$ cat src/rtl/load_align_unit_pkg.sv
// Shared definitions for the load alignment unit.
//   - bus geometry (address / op widths)
//   - mem_op size codes and signedness codes
//   - controller state encoding
//   - size_bytes(): byte count for a size code
package load_align_unit_pkg;

    localparam int unsigned ADDR_W = 32;
    localparam int unsigned OP_W   = 5;

    typedef enum logic [1:0] {
        MEM_BYTE  = 2'd0,
        MEM_HALF  = 2'd1,
        MEM_WORD  = 2'd2,
        MEM_DWORD = 2'd3
    } mem_size_e;

    localparam logic MEM_UNSIGNED = 1'b0;
    localparam logic MEM_SIGNED   = 1'b1;

    typedef enum logic [2:0] {
        S_IDLE,
        S_REQ0,
        S_RSP0,
        S_REQ1,
        S_RSP1,
        S_OUT
    } state_e;

    function automatic int unsigned size_bytes(input mem_size_e size);
        return 32'd1 << size;
    endfunction

endpackage

$ cat src/rtl/load_align_unit_if.sv
// Handshake/bus bundle of the load alignment unit.
//   req_*     : load request from the pipeline (valid/ready, addr, op)
//   mem_req_* : aligned bus read request (valid/ready, addr)
//   mem_rsp_* : bus read response (valid, data), no backpressure
//   rsp_*     : formatted result to the pipeline (valid/ready, data, err)
// Modport slave is the unit's view; master is the surrounding system's view.
interface load_align_unit_if #(
    parameter int unsigned DATA_W = 32
);
    logic                                    req_valid;
    logic                                    req_ready;
    logic [load_align_unit_pkg::ADDR_W-1:0]  req_addr;
    logic [load_align_unit_pkg::OP_W-1:0]    req_op;
    logic                                    mem_req_valid;
    logic                                    mem_req_ready;
    logic [load_align_unit_pkg::ADDR_W-1:0]  mem_req_addr;
    logic                                    mem_rsp_valid;
    logic [DATA_W-1:0]                       mem_rsp_data;
    logic                                    rsp_valid;
    logic                                    rsp_ready;
    logic [DATA_W-1:0]                       rsp_data;
    logic                                    rsp_err;

    modport slave (
        input  req_valid, req_addr, req_op, mem_req_ready,
               mem_rsp_valid, mem_rsp_data, rsp_ready,
        output req_ready, mem_req_valid, mem_req_addr,
               rsp_valid, rsp_data, rsp_err
    );

    modport master (
        output req_valid, req_addr, req_op, mem_req_ready,
               mem_rsp_valid, mem_rsp_data, rsp_ready,
        input  req_ready, mem_req_valid, mem_req_addr,
               rsp_valid, rsp_data, rsp_err
    );
endinterface

$ cat src/rtl/load_align_unit_extract.sv
// load_extract: combinational result formatter.
//   beats     : {beat1, beat0} as captured from the bus
//   off       : byte offset of the load inside beat0
//   size      : access size code
//   is_signed : sign-extend when set (DWORD never extends)
//   result    : selected bytes, sign- or zero-filled above the access size
module load_extract
    import load_align_unit_pkg::*;
#(
    parameter int unsigned DATA_W = 32
) (
    input  logic [2*DATA_W-1:0]          beats,
    input  logic [$clog2(DATA_W/8)-1:0]  off,
    input  mem_size_e                    size,
    input  logic                         is_signed,
    output logic [DATA_W-1:0]            result
);
    localparam int unsigned NB = DATA_W / 8;

    logic [DATA_W-1:0] shifted;
    logic              fill;

    always_comb begin
        shifted = DATA_W'(beats >> {off, 3'b000});
        fill    = 1'b0;
        case (size)
            MEM_BYTE:  fill = shifted[7];
            MEM_HALF:  fill = shifted[15];
            MEM_WORD:  fill = shifted[31];
            MEM_DWORD: fill = 1'b0;
            default:   fill = 1'b0;
        endcase
        if (is_signed == MEM_UNSIGNED) begin
            fill = 1'b0;
        end
        result = '0;
        for (int unsigned i = 0; i < NB; i++) begin
            result[8*i +: 8] = (i < size_bytes(size)) ? shifted[8*i +: 8] : {8{fill}};
        end
    end
endmodule

$ cat src/rtl/load_align_unit.sv
// load_align_unit: turns byte-addressed loads into one or two aligned bus
// beats and returns the aligned, extended result.
//   clk, rst_n : clock, asynchronous active-low reset
//   bus        : load_align_unit_if.slave (request, bus and result handshakes)
// Parameters: DATA_W (32/64) bus width; SPLIT_EN splits misaligned loads
// into two beats when 1, reports them as errors when 0.
module load_align_unit #(
    parameter int unsigned DATA_W   = 32,
    parameter bit          SPLIT_EN = 1'b1
) (
    input logic               clk,
    input logic               rst_n,
    load_align_unit_if.slave  bus
);
    import load_align_unit_pkg::*;

    localparam int unsigned NB    = DATA_W / 8;
    localparam int unsigned OFF_W = $clog2(NB);

    state_e            state_q, state_d;
    logic [OFF_W-1:0]  off_q;
    mem_size_e         size_q;
    logic              sign_q;
    logic              err_q;
    logic [ADDR_W-1:0] mem_addr_q;
    logic [DATA_W-1:0] beat0_q, beat1_q;
    logic [DATA_W-1:0] ext_data;

    mem_size_e         req_size;
    logic              req_illegal;
    logic              misaligned_q;
    logic              accept;
    logic              req_ready, mem_req_valid, rsp_valid;

    function automatic logic crosses(input logic [OFF_W-1:0] off, input mem_size_e size);
        return (32'(off) + size_bytes(size)) > NB;
    endfunction

    assign req_size     = mem_size_e'(bus.req_op[1:0]);
    assign req_illegal  = (req_size == MEM_DWORD && DATA_W == 32) ||
                          (!SPLIT_EN && crosses(bus.req_addr[OFF_W-1:0], req_size));
    assign misaligned_q = crosses(off_q, size_q);
    assign accept       = (state_q == S_IDLE) && bus.req_valid;

    always_comb begin
        state_d       = state_q;
        req_ready     = 1'b0;
        mem_req_valid = 1'b0;
        rsp_valid     = 1'b0;
        case (state_q)
            S_IDLE: begin
                req_ready = 1'b1;
                if (bus.req_valid) begin
                    state_d = req_illegal ? S_OUT : S_REQ0;
                end
            end
            S_REQ0: begin
                mem_req_valid = 1'b1;
                if (bus.mem_req_ready) state_d = S_RSP0;
            end
            S_RSP0: begin
                if (bus.mem_rsp_valid) state_d = misaligned_q ? S_REQ1 : S_OUT;
            end
            S_REQ1: begin
                mem_req_valid = 1'b1;
                if (bus.mem_req_ready) state_d = S_RSP1;
            end
            S_RSP1: begin
                if (bus.mem_rsp_valid) state_d = S_OUT;
            end
            S_OUT: begin
                rsp_valid = 1'b1;
                if (bus.rsp_ready) state_d = S_IDLE;
            end
            default: state_d = S_IDLE;
        endcase
    end

    always_ff @(posedge clk or negedge rst_n) begin
        if (!rst_n) begin
            state_q    <= S_IDLE;
            off_q      <= '0;
            size_q     <= MEM_BYTE;
            sign_q     <= 1'b0;
            err_q      <= 1'b0;
            mem_addr_q <= '0;
            beat0_q    <= '0;
            beat1_q    <= '0;
        end else begin
            state_q <= state_d;
            if (accept) begin
                off_q      <= bus.req_addr[OFF_W-1:0];
                size_q     <= req_size;
                sign_q     <= (bus.req_op[2] == MEM_SIGNED);
                err_q      <= req_illegal;
                mem_addr_q <= {bus.req_addr[ADDR_W-1:OFF_W], {OFF_W{1'b0}}};
            end
            if (state_q == S_RSP0 && bus.mem_rsp_valid) begin
                beat0_q <= bus.mem_rsp_data;
                // second beat address prepared here so REQ1 presents it stable from its first cycle
                if (misaligned_q) mem_addr_q <= mem_addr_q + ADDR_W'(NB);
            end
            if (state_q == S_RSP1 && bus.mem_rsp_valid) begin
                beat1_q <= bus.mem_rsp_data;
            end
        end
    end

    load_extract #(.DATA_W(DATA_W)) u_extract (
        .beats     ({beat1_q, beat0_q}),
        .off       (off_q),
        .size      (size_q),
        .is_signed (sign_q),
        .result    (ext_data)
    );

    // beats are frozen in OUT, so the formatted result is stable until rsp_ready
    assign bus.req_ready     = req_ready;
    assign bus.mem_req_valid = mem_req_valid;
    assign bus.mem_req_addr  = mem_addr_q;
    assign bus.rsp_valid     = rsp_valid;
    assign bus.rsp_data      = (state_q == S_OUT && !err_q) ? ext_data : '0;
    assign bus.rsp_err       = (state_q == S_OUT) && err_q;
endmodule

$ cat src/flat_wrapper.sv
// flat-port wrapper written by rule: the top's interface ports become plain ports
module load_align_unit_flat import load_align_unit_pkg::*;
#(
    parameter int unsigned DATA_W   = 32,
    parameter bit          SPLIT_EN = 1'b1
)
  (clk, rst_n, bus_req_valid, bus_req_addr, bus_req_op, bus_mem_req_ready, bus_mem_rsp_valid, bus_mem_rsp_data, bus_rsp_ready, bus_req_ready, bus_mem_req_valid, bus_mem_req_addr, bus_rsp_valid, bus_rsp_data, bus_rsp_err);
  load_align_unit_if #(.DATA_W(DATA_W)) bus_i ();
  input logic clk;
  input logic rst_n;
  input wire logic [$bits(bus_i.req_valid)-1:0] bus_req_valid;
  input wire logic [$bits(bus_i.req_addr)-1:0] bus_req_addr;
  input wire logic [$bits(bus_i.req_op)-1:0] bus_req_op;
  input wire logic [$bits(bus_i.mem_req_ready)-1:0] bus_mem_req_ready;
  input wire logic [$bits(bus_i.mem_rsp_valid)-1:0] bus_mem_rsp_valid;
  input wire logic [$bits(bus_i.mem_rsp_data)-1:0] bus_mem_rsp_data;
  input wire logic [$bits(bus_i.rsp_ready)-1:0] bus_rsp_ready;
  output wire logic [$bits(bus_i.req_ready)-1:0] bus_req_ready;
  output wire logic [$bits(bus_i.mem_req_valid)-1:0] bus_mem_req_valid;
  output wire logic [$bits(bus_i.mem_req_addr)-1:0] bus_mem_req_addr;
  output wire logic [$bits(bus_i.rsp_valid)-1:0] bus_rsp_valid;
  output wire logic [$bits(bus_i.rsp_data)-1:0] bus_rsp_data;
  output wire logic [$bits(bus_i.rsp_err)-1:0] bus_rsp_err;
  assign bus_i.req_valid = bus_req_valid;
  assign bus_i.req_addr = bus_req_addr;
  assign bus_i.req_op = bus_req_op;
  assign bus_i.mem_req_ready = bus_mem_req_ready;
  assign bus_i.mem_rsp_valid = bus_mem_rsp_valid;
  assign bus_i.mem_rsp_data = bus_mem_rsp_data;
  assign bus_i.rsp_ready = bus_rsp_ready;
  assign bus_req_ready = bus_i.req_ready;
  assign bus_mem_req_valid = bus_i.mem_req_valid;
  assign bus_mem_req_addr = bus_i.mem_req_addr;
  assign bus_rsp_valid = bus_i.rsp_valid;
  assign bus_rsp_data = bus_i.rsp_data;
  assign bus_rsp_err = bus_i.rsp_err;
  load_align_unit #(.DATA_W(DATA_W), .SPLIT_EN(SPLIT_EN)) u_core (.clk(clk), .rst_n(rst_n), .bus(bus_i));
endmodule
$ cat config.mk
export PLATFORM = sky130hd
export DESIGN_NAME = load_align_unit_flat
export DESIGN_NICKNAME = d
export VERILOG_FILES = /design/src/rtl/load_align_unit_pkg.sv /design/src/rtl/load_align_unit_if.sv /design/src/rtl/load_align_unit_extract.sv /design/src/rtl/load_align_unit.sv /design/src/flat_wrapper.sv
export SDC_FILE = /design/constraint.sdc
export NUM_CORES = 1
export LEC_CHECK = 0
export BUFFER_PORTS_ARGS = -buffer_cell sky130_fd_sc_hd__buf_2
export CORE_ASPECT_RATIO = 1.1
export CORE_MARGIN = 8
export CORE_UTILIZATION = 54
export CTS_CLUSTER_DIAMETER = 30
export DETAILED_ROUTE_END_ITERATION = 16
export PLACE_DENSITY_LB_ADDON = 0.05
export SYNTH_ARGS = -nofsm -noshare
export SYNTH_HDL_FRONTEND = slang
export SYNTH_SLANG_ARGS = --single-unit
$ cat constraint.sdc
create_clock -name clk -period 3.4 [get_ports clk]
set_clock_uncertainty 0.05 [all_clocks]
set_input_delay 0.17 -clock clk [delete_from_list [all_inputs] [get_ports clk]]
set_output_delay 0.17 -clock clk [all_outputs]
set_load 0.01 [all_outputs]
==> results of run 1 <==
worst max-delay path, cell delays in order (launching register included):
cell and delay [ps]:
dfrtp_1 460, nor2_1 170, ha_1 200, inv_1 60, fa_1 380, xnor2_1 220
a22o_1 350, nand2_1 420, a311o_1 450, nor2b_1 130
where the power goes:
| group | internal [µW] | switching, µW |
|---|---|---|
| logic | 1510 | 1530 |
| registers | 1700 | 629 |
| clock network | 630 | 438 |
| total | 3840 | 2600 |
Yosys cell counts, drive strengths merged, types with 9 or more instances:
cell | instances | area [µm²]
a311oi | 9 | 78.8
o21ai | 10 | 53.8
and3 | 9 | 56.3
nor2b | 9 | 56.3
nor2 | 49 | 186
nand3 | 15 | 75.1
nor3 | 9 | 50.1
clkbuf | 18 | 67.6
mux4 | 31 | 698
buf | 23 | 118
mux2 | 25 | 282
dfrtp | 97 | 2430
nand2 | 144 | 541
a21oi | 30 | 150
nand4 | 12 | 90.1
per-layer routing:
metal	vias to the layer above	global-route usage
met5	-	0
met4	0	0.112
met3	33	0.0519
met2	219	0.407
met1	2561	0.278
li1	2434	-
sequential cells by signal (all words and copies together) (netlist names):
name and flops:
u_core.beat1_q 24, u_core.size_q 2, u_core.state_q 3, u_core.sign_q 1, u_core.bus.mem_req_addr 32, u_core.err_q 1, u_core.beat0_q 32, u_core.off_q 2
worst min path at each step:
stage                                            end  depth (start not counted)
after CTS                          u_core.beat0_q[0]                          3
after floorplan                    u_core.beat0_q[0]                          0
final                              u_core.beat0_q[0]                          3
after global placement             u_core.state_q[2]                          1
after detailed placement  u_core.bus.mem_req_addr[3]                          1
after global routing               u_core.beat0_q[0]                          3
cell type report:
type / instances / area, µm² / share of cell area
multi-input cells: 442 / 3070 / 0.429
flip-flops and latches: 97 / 2430 / 0.340
repair buffers: 187 / 1130 / 0.158
clock buffers: 12 / 267 / 0.0373
well taps: 143 / 179 / 0.0250
clock inverters: 4 / 50.0 / 0.00700
inverters: 8 / 30.0 / 0.00420
cell usage in the layout (no fill, tap or decap), types with 6 or more instances in the layout:
| master | netlist | routed |
|---|---|---|
| a211o_1 | 6 | 6 |
| a211oi_1 | 8 | 8 |
| a21oi_1 | 30 | 30 |
| a311oi_1 | 9 | 9 |
| and2_1 | 6 | 6 |
| and3_1 | 9 | 9 |
| buf_2 | 16 | 139 |
| buf_4 | 1 | 18 |
| clkbuf_16 | 0 | 9 |
| dfrtp_1 | 97 | 96 |
| dlygate4sd3_1 | 0 | 30 |
| inv_1 | 8 | 8 |
| mux2_2 | 25 | 25 |
| mux4_2 | 31 | 31 |
| nand2_1 | 144 | 144 |
| nand3_1 | 15 | 15 |
| nand4_1 | 11 | 11 |
| nor2_1 | 48 | 48 |
| nor2b_1 | 9 | 9 |
| nor3_1 | 8 | 7 |
| o21ai_0 | 9 | 9 |
cell families (layout without fill, tap and decap cells):
kind of cell    after synthesis  count (layout)  share of synthesized area
simple gates                281             281                      0.229
mux                          61              61                      0.181
flops                        97              97                      0.426
xor+xnor                      1               1                    0.00154
fa+ha+maj                     4               4                     0.0101
buf+inv                      49             211                     0.0377
compound gates               95              95                      0.115
stage by stage:
stage / setup WS (ps) / hold slack (ps)
after detailed placement: 383 / 211
final: 393 / 1.56
after floorplan: 423 / -176
after CTS: 380 / 2.18
after global routing: 185 / 4.36
after global placement: 524 / 204
timing repair:
item                                    4_1_cts  5_1_grt
gates resized for setup                       0        0
hold buffers                                 30        0
endpoints found under the setup margin        0        0
endpoints found under the hold margin        80        0
==> results.py, run 1 <==
metrics = {
    "run_status": {
        "status": "finished clean",
    },
    "logic_synthesis": {
        "yosysUniqueCellTypes": 57,
        "synth_nets": 667,
        "ys.flop_type": "dfrtp_1",
        "ys_ff_latch": 97,
        "ys_seq_area_frac": 0.426,
        "syn_inst": 588,
        "synth_area_per_cell_um2": 9.70,
        "ys_warn_count": 0,
        "synthArstFlopShare": 1.00,
        "syn_area_mm2": 0.00570,
        "synth-edff-count": 0,
    },
    "power": {
        "p_leak_uw": 0.00330,
        "vdd_drop_max_mv": 0.401,
        "power_uw": 6440,
        "power_density_mw_per_mm2": 900,
    },
    "global_route": {
        "grt_max_degree": 54,
        "antenna_found_initial": 0,
        "grt_pass1_wl_um": 26500,
        "overflow": 0,
        "grt_pass1_vias": 5288,
        "grt_usage": 0.236,
    },
    "routing": {
        "viasPerCell": 5.88,
        "highest_layer": "met4",
        "routed-wl-met3_um": 1270,
        "wl_per_cell_um": 18.4,
        "m1WireLength_um": 6690,
        "met2_length_um": 8080,
        "wirelength_um": 16400,
        "drcViolationCount": 0,
        "ant_nets": 0,
        "drt_iter0_drc": 352,
        "route.vias.total": 5247,
        "drtPass1Iterations": 5,
    },
    "timing": {
        "max-slew-margin-rel": 0.366,
        "max_freq_mhz": 333,
        "fin_crit_ps": 3010,
        "fin_crit_sh": 0.885,
        "setup_violations": 0,
        "final.setup.tns_ps": 0,
        "hold_viol": 0,
        "worst_pin_slew_ps": 942,
        "rsz0062_at_grt": "no",
        "slew_violations": 0,
    },
    "setup_path": {
        "worstPathRequired_ps": 3570,
        "critical_path_class": "reg -> reg",
        "crit_start": "u_core.size_q[1]",
        "path_max_fanout": 15,
        "reg2regPathDepth": 9,
        "crit_path_end": "u_core.bus.mem_req_addr[6]",
        "worstReg2RegStart": "u_core.size_q[1]",
        "worstPathArrival_ps": 3180,
        "r2r-end": "u_core.bus.mem_req_addr[6]",
        "r2r_slack_ps": 390,
        "critPathCaptureType": "flop",
        "start_kind": "flop",
    },
    "cts": {
        "cts_made_buffers": 9,
        "clkTransAtPathRegs_ps": 70,
        "clock_latency_ps": 340,
        "cts_tree": "built",
        "h-tree-depth": 3,
        "cts_root_buf": "clkbuf_16",
        "clockBufferDepth": 2,
        "postCtsSetupBuffers": 0,
        "clkSinkCount": 97,
    },
    "layout": {
        "n_fill_cell": 865,
        "drive_above_1_share": 0.327,
        "antenna_cells": 0,
        "fin_area_mm2": 0.00715,
        "area_growth_pct": 25.4,
        "fin_util": 0.691,
        "stdcell_count": 893,
        "fin_nets": 824,
    },
    "worst_hold_path": {
        "holdCritPathClass": "in -> reg",
        "hold_start": "bus_mem_rsp_data[0]",
    },
    "placed_design": {
        "placedCellCount": 847,
        "placed_cell_area_mm2": 0.00654,
        "gp_congestion": 0.838,
        "dpl.hpwl_um": 11200,
        "numPortBuffers": 140,
    },
    "die": {
        "dieArea_mm2": 0.0141,
        "die_w_um": 114,
        "std_cell_rows": 39,
        "start_util": 0.551,
        "fp.dieH_um": 124,
        "io_pins": 143,
        "coreArea_mm2": 0.0103,
    },
    "flow_run": {
        "max_cap_viol_count": 0,
    },
}
Note: power is estimated with default switching activity, not from simulation.
==> run 2, diff against run 1 <==
Settings changed: ABC_AREA set to 1, CORE_UTILIZATION 54 to 55, MAX_ROUTING_LAYER set to met4.
==> results.py, run 2 <==
metrics = {
    "run_status": {
        "status": "finished clean",
    },
    "timing": {
        "setup_violations": 0,
        "rsz0062_at_grt": "no",
        "setup_ws_ps": 728,
        "worst_pin_slew_ps": 737,
        "final.setup.tns_ps": 0,
        "max_freq_mhz": 374,
        "hold_viol": 0,
        "max-slew-margin-rel": 0.509,
        "fin_crit_ps": 2670,
        "slew_violations": 0,
        "fin_crit_sh": 0.786,
    },
    "cts": {
        "clock_latency_ps": 340,
        "postCtsSetupBuffers": 0,
        "cts_tree": "built",
        "clockBufferDepth": 2,
        "cts_root_buf": "clkbuf_16",
        "clkTransAtPathRegs_ps": 70,
        "clkSinkCount": 97,
        "h-tree-depth": 3,
        "cts_made_buffers": 9,
    },
    "logic_synthesis": {
        "synth_nets": 961,
        "yosysTopAreaCell": "dfrtp_1",
        "ys_seq_area_frac": 0.393,
        "synth_area_per_cell_um2": 7.01,
        "yosysMostFrequentCell": "nand2_1",
        "syn_inst": 882,
        "synth_top_cells_by_count": "nand2_1, o21ai_0, dfrtp_1",
        "ys.flop_type": "dfrtp_1",
        "yosysUniqueCellTypes": 40,
        "synthArstFlopShare": 1.00,
        "syn_area_mm2": 0.00618,
        "synth-edff-count": 0,
        "ys_ff_latch": 97,
        "synth.area.top_cells": "dfrtp_1, nand2_1, o21ai_0, inv_1, nor2_1",
        "ys_warn_count": 0,
        "synth_top_area_share": 0.393,
    },
    "power": {
        "swShare": 0.454,
        "p_int_uw": 3550,
        "p_leak_uw": 0.00380,
        "seq_power_share": 0.339,
        "power_density_mw_per_mm2": 890,
        "clock_power_share": 0.169,
        "vdd_drop_max_mv": 0.389,
        "power_uw": 6510,
        "power_switching_uw": 2950,
        "p_comb_frac": 0.492,
    },
    "worst_hold_path": {
        "holdCritPathClass": "in -> reg",
    },
    "layout": {
        "n_fill_cell": 1012,
        "fin_nets": 1087,
        "drive_above_1_share": 0.212,
        "final_cell_mix": "nand2_1, buf_2, o21ai_0, dfrtp_1, inv_1",
        "area_growth_pct": 18.3,
        "fin_util": 0.667,
        "layout_commonest_cell": "nand2_1",
    },
    "die": {
        "fp.dieH_um": 127,
        "std_cell_rows": 40,
        "dieArea_mm2": 0.0149,
        "io_pins": 143,
        "start_util": 0.564,
        "die_w_um": 117,
        "coreArea_mm2": 0.0110,
    },
    "setup_path": {
        "critPathCaptureType": "flop",
        "critical_path_class": "reg -> reg",
        "r2r_slack_ps": 730,
        "path_max_fanout": 30,
        "start_kind": "flop",
        "worstPathRequired_ps": 3590,
        "worstPathArrival_ps": 2860,
    },
    "routing": {
        "wl_per_cell_um": 14.9,
        "wirelength_um": 17300,
        "viasPerCell": 5.23,
        "drt_iter0_drc": 405,
        "drcViolationCount": 0,
        "ant_nets": 0,
        "route.vias.total": 6068,
        "drtPass1Iterations": 7,
    },
    "placed_design": {
        "numPortBuffers": 140,
        "dpl.hpwl_um": 12800,
        "dp_slack_ps": 707,
        "gp_congestion": 0.952,
    },
    "global_route": {
        "grt_pass1_vias": 5858,
        "grt_pass1_wl_um": 28400,
        "overflow": 0,
        "grt_usage": 0.248,
        "grt_max_degree": 56,
        "antenna_found_initial": 1,
    },
    "flow_run": {
        "max_cap_viol_count": 0,
    },
}
run 2: cell count changes after synthesis, moves of 11 or more:
| cell | previous run | this run |
|---|---|---|
| mux4_2 | 31 | 0 |
| inv_1 | 8 | 94 |
| nand2_1 | 144 | 295 |
| o21ai_0 | 9 | 112 |
| mux2_2 | 25 | 7 |
| nor2_1 | 48 | 67 |
| xor2_1 | 0 | 12 |
| nand3_1 | 15 | 26 |
run 2: metrics by stage:
stage               hold WS, ps  std cells  area (µm²)
global route               15.2       1161        7310
floorplan                  -176        882        6180
global placement            227       1136        6910
finish                     9.30       1161        7310
CTS                        2.46       1160        7310
detailed placement          233       1136        6910
run 2: cell families after synthesis:
group	count (synthesis)	synth area share
adders and majority gates	4	0.00931
AOI/OAI and AO/OA	187	0.172
xor gates and xnor gates	16	0.0239
and+or+nand+nor	427	0.288
DFF	97	0.393
muxes	7	0.0128
buffers and inverters	144	0.101
run 2: routing by layer:
layer / share of wire / global-route usage / vias to the layer above
met3: 0.065 / 0.0339 / 29
met1: 0.43 / 0.302 / 2743
met5: 0 / - / -
met2: 0.48 / 0.407 / 217
met4: 0.023 / 0.0965 / 0
li1: - / - / 3079
run 2: layout make-up:
type / instances / area (µm²) / share of cell area
Timing Repair Buffer: 159 / 866 / 0.118
Clock inverter: 6 / 92.6 / 0.0127
Inverter: 100 / 380 / 0.0520
Antenna cell: 1 / 2.50 / 0.000342
Clock buffer: 10 / 229 / 0.0313
Tap cell: 147 / 184 / 0.0251
Sequential cell: 97 / 2430 / 0.332
Multi-Input combinational cell: 641 / 3130 / 0.428
run 2: path summary, 6_finish.rpt:
kind,start,end,cells past startpoint
setup reg to reg,u_core.size_q[1],u_core.bus.mem_req_addr[6],12
min in group asynchronous,rst_n,u_core.beat1_q[21],2
hold / removal,bus_mem_rsp_data[28],u_core.beat0_q[28],3
setup / recovery,u_core.size_q[1],u_core.bus.mem_req_addr[6],12
hold reg to reg,u_core.bus.mem_req_addr[0],u_core.bus.mem_req_addr[0],2
max in group asynchronous,rst_n,u_core.bus.mem_req_addr[22],3
run 2: power by group through the flow:
stage	Combinational, µW	Clock (µW)	Sequential, µW
2_1_floorplan	2370	0	2150
4_1_cts	3220	1120	2190
6_report	3200	1100	2200
5_1_grt	3680	1160	2280
3_3_place_gp	3130	0	2200
3_5_place_dp	3200	0	2200
run 2: what timing repair did:
action | in CTS | in global routing
hold buffers | 8 | 0
resized for setup | 0 | 0
endpoints found under the hold margin | 60 | 0
run 2: worst max-delay path, cell delays in order (launching register included):
cell and delay (ps):
dfrtp_1 570, nor2_2 180, ha_1 180, inv_1 60, fa_1 480, inv_1 50, o21ai_2 140, nand2_2 100
nand2_4 280, buf_4 270, nand3_1 80, o21ai_1 70, inv_1 40
==> run 3, diff against run 2 <==
Settings changed: CORE_UTILIZATION 55 to 50.
Clock period 3.4 ns to 2.3 ns, I/O delays scaled along.
==> results.py, run 3 (synthesized netlist as in run 2, its figures left out) <==
metrics = {
    "cts": {
        "h-tree-depth": 3,
        "clkSinkCount": 97,
        "cts_root_buf": "clkbuf_16",
        "cts_tree": "built",
        "clockBufferDepth": 2,
        "cts_made_buffers": 9,
        "clkTransAtPathRegs_ps": 70,
        "clock_latency_ps": 350,
    },
    "power": {
        "seq_power_share": 0.329,
        "p_comb_frac": 0.522,
        "p_leak_uw": 0.00403,
        "swShare": 0.464,
        "p_int_uw": 5350,
        "clock_power_share": 0.149,
        "vdd_drop_max_mv": 0.665,
        "power_switching_uw": 4620,
        "power_density_mw_per_mm2": 1270,
    },
    "worst_hold_path": {
        "holdCritPathClass": "in -> reg",
    },
    "placed_design": {
        "numPortBuffers": 140,
        "placedCellCount": 1154,
        "dpl.hpwl_um": 13700,
        "gp_congestion": 0.951,
        "dp_slack_ps": 110,
        "placed_cell_area_mm2": 0.00706,
    },
    "layout": {
        "final_cell_mix": "nand2_1, buf_2, o21ai_0, dfrtp_1, inv_1",
        "fin_area_mm2": 0.00786,
        "drive_above_1_share": 0.238,
        "layout_commonest_cell": "nand2_1",
        "fin_nets": 1134,
        "area_growth_pct": 27.1,
        "n_fill_cell": 1137,
        "stdcell_count": 1215,
        "fin_util": 0.653,
    },
    "die": {
        "start_util": 0.514,
        "dieArea_mm2": 0.0162,
        "die_w_um": 122,
        "fp.dieH_um": 133,
        "std_cell_rows": 42,
        "coreArea_mm2": 0.0120,
        "io_pins": 143,
    },
    "global_route": {
        "grt_usage": 0.240,
        "use_met2": 0.383,
        "use_met1": 0.301,
        "grt_pass1_wl_um": 30600,
        "overflow": 0,
        "grt_max_degree": 46,
        "busiest_layer": "met2",
        "grt_pass1_vias": 6097,
        "antenna_found_initial": 1,
        "met3_usage": 0.0323,
    },
    "setup_path": {
        "path_max_fanout": 23,
        "critical_path_class": "reg -> out",
        "start_kind": "flop",
        "worstPathArrival_ps": 2040,
        "r2r_slack_ps": 120,
        "worstPathRequired_ps": 2130,
        "critPathCaptureType": "primary output",
    },
    "timing": {
        "rsz0062_at_grt": "yes",
        "max_freq_mhz": 454,
        "max-slew-margin-rel": 0.605,
        "fin_crit_sh": 0.958,
        "hold_viol": 0,
        "worst_pin_slew_ps": 592,
        "setup_ws_ps": 97.7,
        "slew_violations": 0,
        "final.setup.tns_ps": 0,
        "fin_crit_ps": 2200,
        "setup_violations": 0,
    },
    "routing": {
        "ant_nets": 0,
        "drt_iter0_drc": 520,
        "wirelength_um": 19100,
        "drcViolationCount": 0,
        "drtPass1Iterations": 5,
        "route.vias.total": 6326,
        "wl_per_cell_um": 15.7,
        "viasPerCell": 5.21,
    },
    "run_status": {
        "status": "finished clean",
    },
    "flow_run": {
        "max_cap_viol_count": 0,
    },
}
## run 3: path summary, 6_finish.rpt
kind / start / cells past startpoint / to
max: u_core.off_q[0] / 11 / bus_rsp_data[18]
min: bus_mem_rsp_data[6] / 3 / u_core.beat1_q[6]
max reg2reg: u_core.size_q[0] / 11 / u_core.bus.mem_req_addr[16]
min reg2reg: u_core.bus.mem_req_addr[0] / 2 / u_core.bus.mem_req_addr[0]
max in group asynchronous: rst_n / 3 / u_core.bus.mem_req_addr[4]
min in group asynchronous: rst_n / 2 / u_core.beat1_q[2]
## run 3: layout make-up
class | count | area [µm²] | share of cell area
tap | 154 | 193 | 0.0245
antenna | 1 | 2.50 | 0.000318
inverter | 100 | 385 | 0.0490
timing repair buffer | 204 | 1350 | 0.172
clock buffer | 10 | 239 | 0.0304
clock inverter | 6 | 51.3 | 0.00653
sequential | 97 | 2430 | 0.309
multi-input combinational | 643 | 3210 | 0.408
## run 3: through the flow
step | power [µW] | hold WS (ps)
global placement | 8120 | 108
CTS | 9750 | 0.0634
detailed placement | 8180 | 113
floorplan | 6690 | -231
finish | 9970 | 1.36
global route | 10900 | 15.6
## run 3: power by group through the flow
| stage | Sequential (µW) | Combinational [µW] | Clock (µW) |
|---|---|---|---|
| 4_1_cts | 3250 | 5000 | 1500 |
| 3_3_place_gp | 3280 | 4840 | 0 |
| 3_5_place_dp | 3270 | 4910 | 0 |
| 6_report | 3280 | 5210 | 1490 |
| 2_1_floorplan | 3180 | 3510 | 0 |
| 5_1_grt | 3370 | 5920 | 1570 |
## run 3: routing by layer
| metal | up-vias | routed length, µm |
|---|---|---|
| li1 | 3168 | - |
| met1 | 2898 | 8130 |
| met2 | 230 | 9380 |
| met3 | 30 | 1110 |
| met4 | 0 | 483 |
| met5 | - | 0 |
## run 3: worst max-delay path: stages, from the launching register on
cell and delay [ps]:
dfrtp_1 400, buf_8 170, inv_8 100, nand2_1 80
nand3_1 80, nand2_2 80, a21boi_2 180, nand2_4 80
nand2_4 110, nand2_4 130, nor2_1 120, buf_2 140
## run 3: what timing repair did
item | 4_1_cts | 5_1_grt
resized for setup | 6 | 17
hold buffers | 33 | 0
cloned | 0 | 3
buffers inserted | 0 | 8
hold endpoints to repair | 87 | 0
setup endpoints to repair | 25 | 40
pin swaps | 0 | 3
